### src/rtl/vx_commit_arbiter.sv
// Commit arbiter: round-robin over NUM_REQS sources with packet locking and one registered writeback beat.
// Define COMMIT_ARB_PERF_EN to add the perf_commits / perf_stalls counters.
module vx_commit_arbiter #(
    parameter int NUM_REQS    = 4,
    parameter int NUM_THREADS = 4,
    parameter int NW_BITS     = 2,
    parameter int NR_BITS     = 5
) (
    input  logic                              clk,
    input  logic                              reset,
    input  logic [NUM_REQS-1:0]               req_valid,
    input  logic [NUM_REQS*NW_BITS-1:0]       req_wid,
    input  logic [NUM_REQS*NUM_THREADS-1:0]   req_tmask,
    input  logic [NUM_REQS*32-1:0]            req_PC,
    input  logic [NUM_REQS*NR_BITS-1:0]       req_rd,
    input  logic [NUM_REQS-1:0]               req_wb,
    input  logic [NUM_REQS*NUM_THREADS*32-1:0] req_data,
    input  logic [NUM_REQS-1:0]               req_eop,
    output logic [NUM_REQS-1:0]               req_ready,
    output logic                              wb_valid,
    output logic [NW_BITS-1:0]                wb_wid,
    output logic [NUM_THREADS-1:0]            wb_tmask,
    output logic [31:0]                       wb_PC,
    output logic [NR_BITS-1:0]                wb_rd,
    output logic                              wb_wb,
    output logic [NUM_THREADS*32-1:0]         wb_data,
    output logic                              wb_eop,
    input  logic                              wb_ready
`ifdef COMMIT_ARB_PERF_EN
    ,
    output logic [31:0]                       perf_commits,
    output logic [31:0]                       perf_stalls
`endif
);

    localparam int SRC_W  = (NUM_REQS > 1) ? $clog2(NUM_REQS) : 1;
    localparam int DATA_W = NUM_THREADS * 32;

    typedef enum logic {ST_IDLE, ST_LOCKED} state_e;

    state_e             state_q;
    logic [SRC_W-1:0]   lock_src_q;
    logic [SRC_W-1:0]   rr_ptr_q;
    logic               wb_valid_q;
    logic [NW_BITS-1:0] wb_wid_q;
    logic [NUM_THREADS-1:0] wb_tmask_q;
    logic [31:0]        wb_pc_q;
    logic [NR_BITS-1:0] wb_rd_q;
    logic               wb_wb_q;
    logic [DATA_W-1:0]  wb_data_q;
    logic               wb_eop_q;

    logic               grant_valid;
    logic [SRC_W-1:0]   grant_idx;
    logic [SRC_W-1:0]   cand;
    logic [SRC_W-1:0]   rr_next;
    int                 idx;
    logic               out_ready;
    logic               accept;

    logic [NW_BITS-1:0]     sel_wid;
    logic [NUM_THREADS-1:0] sel_tmask;
    logic [31:0]            sel_pc;
    logic [NR_BITS-1:0]     sel_rd;
    logic                   sel_wb;
    logic [DATA_W-1:0]      sel_data;
    logic                   sel_eop;

    // Locked: only the owner may proceed. Idle: descending scan so the lowest offset from rr_ptr wins.
    always_comb begin
        // NOTE: every always_comb output gets a default first so no path infers a latch.
        grant_valid = 1'b0;
        grant_idx   = '0;
        cand        = '0;
        idx         = 0;
        if (state_q == ST_LOCKED) begin
            grant_valid = req_valid[lock_src_q];
            grant_idx   = lock_src_q;
        end else begin
            for (int i = NUM_REQS - 1; i >= 0; i--) begin
                idx  = (int'(rr_ptr_q) + i) % NUM_REQS;
                cand = SRC_W'(idx);
                if (req_valid[cand]) begin
                    grant_valid = 1'b1;
                    grant_idx   = cand;
                end
            end
        end
    end

    assign out_ready = !wb_valid_q || wb_ready;
    assign accept    = grant_valid && out_ready && !reset;
    assign rr_next   = (grant_idx == SRC_W'(NUM_REQS - 1)) ? '0 : grant_idx + 1'b1;

    always_comb begin
        req_ready = '0;
        if (accept) req_ready[grant_idx] = 1'b1;
    end

    always_comb begin
        sel_wid   = '0;
        sel_tmask = '0;
        sel_pc    = '0;
        sel_rd    = '0;
        sel_wb    = 1'b0;
        sel_data  = '0;
        sel_eop   = 1'b0;
        for (int i = 0; i < NUM_REQS; i++) begin
            if (grant_idx == SRC_W'(i)) begin
                sel_wid   = req_wid[i*NW_BITS +: NW_BITS];
                sel_tmask = req_tmask[i*NUM_THREADS +: NUM_THREADS];
                sel_pc    = req_PC[i*32 +: 32];
                sel_rd    = req_rd[i*NR_BITS +: NR_BITS];
                sel_wb    = req_wb[i];
                sel_data  = req_data[i*DATA_W +: DATA_W];
                sel_eop   = req_eop[i];
            end
        end
    end

    always_ff @(posedge clk) begin
        if (reset) begin
            state_q    <= ST_IDLE;
            lock_src_q <= '0;
            rr_ptr_q   <= '0;
            wb_valid_q <= 1'b0;
        end else if (accept) begin
            wb_valid_q <= 1'b1;
            lock_src_q <= grant_idx;
            if (sel_eop) begin
                state_q  <= ST_IDLE;
                rr_ptr_q <= rr_next;
            end else begin
                state_q  <= ST_LOCKED;
            end
        end else if (wb_ready) begin
            wb_valid_q <= 1'b0;
        end
    end

    // NOTE: payload registers carry no reset; wb_valid alone qualifies them.
    always_ff @(posedge clk) begin
        if (accept) begin
            wb_wid_q   <= sel_wid;
            wb_tmask_q <= sel_tmask;
            wb_pc_q    <= sel_pc;
            wb_rd_q    <= sel_rd;
            wb_wb_q    <= sel_wb;
            wb_data_q  <= sel_data;
            wb_eop_q   <= sel_eop;
        end
    end

    assign wb_valid = wb_valid_q;
    assign wb_wid   = wb_wid_q;
    assign wb_tmask = wb_tmask_q;
    assign wb_PC    = wb_pc_q;
    assign wb_rd    = wb_rd_q;
    assign wb_wb    = wb_wb_q;
    assign wb_data  = wb_data_q;
    assign wb_eop   = wb_eop_q;

`ifdef COMMIT_ARB_PERF_EN
    logic [31:0] perf_commits_q;
    logic [31:0] perf_stalls_q;

    always_ff @(posedge clk) begin
        if (reset) begin
            perf_commits_q <= '0;
            perf_stalls_q  <= '0;
        end else begin
            if (wb_valid_q && wb_ready && wb_eop_q) perf_commits_q <= perf_commits_q + 32'd1;
            if (wb_valid_q && !wb_ready)            perf_stalls_q  <= perf_stalls_q + 32'd1;
        end
    end

    assign perf_commits = perf_commits_q;
    assign perf_stalls  = perf_stalls_q;
`else
    // Counters absent; arbitration and writeback behave identically.
`endif

endmodule

### config.mk
export PLATFORM = sky130hd
export DESIGN_NAME = vx_commit_arbiter
export DESIGN_NICKNAME = d
export VERILOG_FILES = /design/src/rtl/vx_commit_arbiter.sv
export SDC_FILE = /design/constraint.sdc
export NUM_CORES = 1
export LEC_CHECK = 0
export ABC_AREA = 1
export CAP_MARGIN = 20
export CORE_AREA = 2 2 344 346
export CTS_CLUSTER_SIZE = 14
export DETAILED_ROUTE_END_ITERATION = 10
export DIE_AREA = 0 0 346 348
export PLACE_DENSITY = 0.37
export REMOVE_ABC_BUFFERS = 1
export SYNTH_ARGS = -nofsm -noshare
export SYNTH_HDL_FRONTEND = slang
export SYNTH_SLANG_ARGS = --single-unit
### constraint.sdc
create_clock -name clk -period 4.9 [get_ports clk]
set_input_delay 0.49 -clock clk [delete_from_list [all_inputs] [get_ports clk]]
set_output_delay 0.49 -clock clk [all_outputs]
set_load 0.01 [all_outputs]
==> flow_summary_export.csv <==
group,metric,value,unit
run_status,status,"finished, final reports clean",
timing,tightest_slew,0.881,ns
layout,final_core_util,0.185,
timing,fin_crit_sh,0.852,
global_routing,grt_max_degree,126,
hold_path,worstHoldPathCells,2,
placed_design,dp.final_hpwl,62700,um
cts,clk_latency,0.52,ns
synth,yosysTopAreaCellShare,0.499,
drt,wl_per_cell,22.9,um
timing,setup_viol,0,
power,leakage,7.01,nW
placed_design,io_buffers,876,
synth,ys_warn_count,0,
cts,cts_max_path_buffers,2,
synth,synth_cell_type_count,29,
cts,clkSlewWorstSetupHoldPaths,0.08,ns
power,power_frac_seq,0.251,
hold_path,holdPathEnd,"wb_valid$_SDFFE_PP0P_",
run,maxCapViolCount,0,
power,p_int,7.95,mW
critical_path,crit_fanout,44,
drt,drt_iter0_markers,917,
die,initial_core_util,0.0889,
timing,drv_slew,0,
cts,postCtsSetupRepairBufs,0,
power,p_per_area,686,nW/um2
timing,report.final.hold_viol_count,0,
layout,fillers,12936,
die,pin_count,877,
timing,layout_min_cycle_time,4.17,ns
synth,ys_seq_area_frac,0.511,
cts,cts_tree,"done",
power,p_sw_frac,0.464,
cts,numCtsBuffers,17,
synth,syn_area,10400,um2
hold_path,min-delay-start,"wb_valid$_SDFFE_PP0P_",
critical_path,crit_required,4.41,ns
drt,wl,79100,um
drt,viasPerCell,3.71,
synth,synth-seq-cells,179,
critical_path,ff2ff_path_depth,15,
global_routing,antenna_found_initial,6,
timing,rsz0062_at_grt,"false",
drt,postRouteAntennaNets,0,
critical_path,path_class,"reg -> out",
placed_design,routabilityCongestion,1.00,
cts,post_cts_resized,0,
layout,final_layout_size_suffix_gt1_frac,0.0399,
power,clockPowerShare,0.102,
die,die_w,346,um
power,power.switching,6.89,mW
cts,cts.htree.levels,4,
critical_path,reg2reg_from,"rr_ptr_q[0]$_SDFFE_PP0P_",
power,p_total,14.8,mW
die,rows,126,
power,ir_drop,0.820,mV
timing,slew_headroom,0.412,
critical_path,crit_path_start_kind,"flop",
synth,synth_area_leaders,"edfxtp_1 (50%), a221oi_1 (14%), o31ai_1 (12%), nand2_1 (7.4%), nor2_1 (6.6%)",
timing,finClkSkew,0.00947,ns
drt,drcViolationCount,0,
global_routing,grt_usage,0.126,
synth,synth.avg_cell_area,9.62,um2
die,fp.dieH,348,um
global_routing,first_global_vias,13431,
timing,fmax,0.240,GHz
drt,vias,12780,
global_routing,gr-total-overflow,0,
critical_path,timing.rr.end,"wb_data[107]$_DFFE_PN_",
cts,cts_root_buf,"clkbuf_16",
critical_path,r2r_slack,1.04,ns
cts,clock-sinks,179,
hold_path,hold_class,"reg -> reg",
layout,synthToLayoutAreaGrowth,108,%
die,die_area,120000,um2
critical_path,arrival,3.68,ns
global_routing,grt_pass1_wl,106000,um
critical_path,endpoint_kind,"output port",
synth,yosysTopAreaCell,"edfxtp_1",
layout,nets,2596,
synth,synthCells,1081,
die,core-area,117000,um2
drt,drt-pass1-iter-count,8,
power,combPwrFrac,0.647,
cts,cts_hold_buf,0,
-- worst max-delay path by stage --
stage	from	end	slack, ns
2_1_floorplan	rr_ptr_q[0]$_SDFFE_PP0P_	wb_PC[0]$_DFFE_PN_	-5.92
3_3_place_gp	req_valid[2]	wb_data[117]$_DFFE_PN_	0.80
3_5_place_dp	req_valid[2]	wb_PC[7]$_DFFE_PN_	0.67
4_1_cts	rr_ptr_q[0]$_SDFFE_PP0P_	req_ready[2]	0.58
5_1_grt	rr_ptr_q[0]$_SDFFE_PP0P_	req_ready[2]	0.41
6_report	rr_ptr_q[0]$_SDFFE_PP0P_	req_ready[2]	0.73
-- registers in the layout, indices dropped and copies added (netlist names), 2 cells and up --
name and cells:
lock_src_q 2, wb_PC 32, wb_tmask 4, rr_ptr_q 2, wb_wid 2, wb_data 128, wb_rd 5
-- metal layers --
layer,GRT usage,wire (um),vias up
met5,0,41,-
met4,0.0496,2500,6
met3,0.0489,6840,71
met2,0.208,38000,660
met1,0.147,31700,6213
li1,-,-,5830
-- logic make-up after synthesis --
logic type,after synthesis,synth area share
DFF,179,0.511
xor gates and xnor gates,1,0.000842
and+or+nand+nor,406,0.151
adders and majority gates,4,0.00481
buffers and inverters,135,0.0563
AOI/OAI and AO/OA,356,0.276
-- metrics by stage --
stage	cell area (um2)	hold WS (ns)	setup slack, ns	TNS (ns)	cells
final	21600	0.491	0.726	0	3447
after global routing	21600	0.534	0.409	0	3444
after CTS	21600	0.494	0.581	0	3441
after detailed placement	21000	0.482	0.675	0	3410
after global placement	21000	0.480	0.801	0	3410
after floorplan	9890	0.476	-5.92	-1047.43	965
-- critical path: stages, from the launching register on --
cell and delay [ns]:
dfxtp_1 0.57, inv_1 0.13, nand2_1 0.12, nand2_2 0.09, o21ai_0 0.17, inv_1 0.07, nand3_1 0.10, nand3_2 0.10
nand2_2 0.13, ha_4 0.52, inv_6 0.30, nor2_1 0.20, clkdlybuf4s50_1 0.56
-- final cells by class --
class,instances,area (um2),share of cell area
multi-input combinational,767,4550,0.210
inverter,19,83.8,0.00388
timing repair buffer,909,9150,0.423
tap,1536,1920,0.0889
clock buffer,17,425,0.0197
clock inverter,14,163,0.00752
antenna,6,15.0,0.000694
sequential,179,5320,0.246
-- cells in the mapped netlist (all sizes together) --
| master | n |
|---|---|
| nand2 | 206 |
| nor2 | 183 |
| edfxtp | 173 |
| a221oi | 172 |
| o31ai | 172 |
| buf | 62 |
| clkbuf | 54 |
| inv | 18 |
| nand3 | 14 |
| dfxtp | 6 |
| o21ai | 6 |
| a21oi | 4 |
| ha | 4 |
| nand4 | 2 |
| and3 | 1 |
| clkinv | 1 |
| o211ai | 1 |
| o21bai | 1 |
| xnor2 | 1 |
-- placed cells by master, fill, tap and decap left out, drive strengths merged, types with 4 or more instances in the layout --
master         instances
a21oi                  4
a221oi               172
buf                   33
clkbuf                17
clkdlybuf4s50        876
clkinv                 7
dfxtp                  6
diode                  6
edfxtp               173
ha                     4
inv                   20
nand2                206
nand3                 14
nor2                 183
o21ai                  6
o31ai                172
-- power by group through the flow --
stage | combinational (mW) | clock [mW] | sequential, mW
global placement | 9.64 | 0 | 3.81
CTS | 9.83 | 1.63 | 3.78
finish | 9.59 | 1.51 | 3.73
global route | 10.4 | 1.65 | 3.84
floorplan | 4.58 | 0 | 3.89
detailed placement | 9.76 | 0 | 3.77
Note: power is estimated with default switching activity, not from simulation.
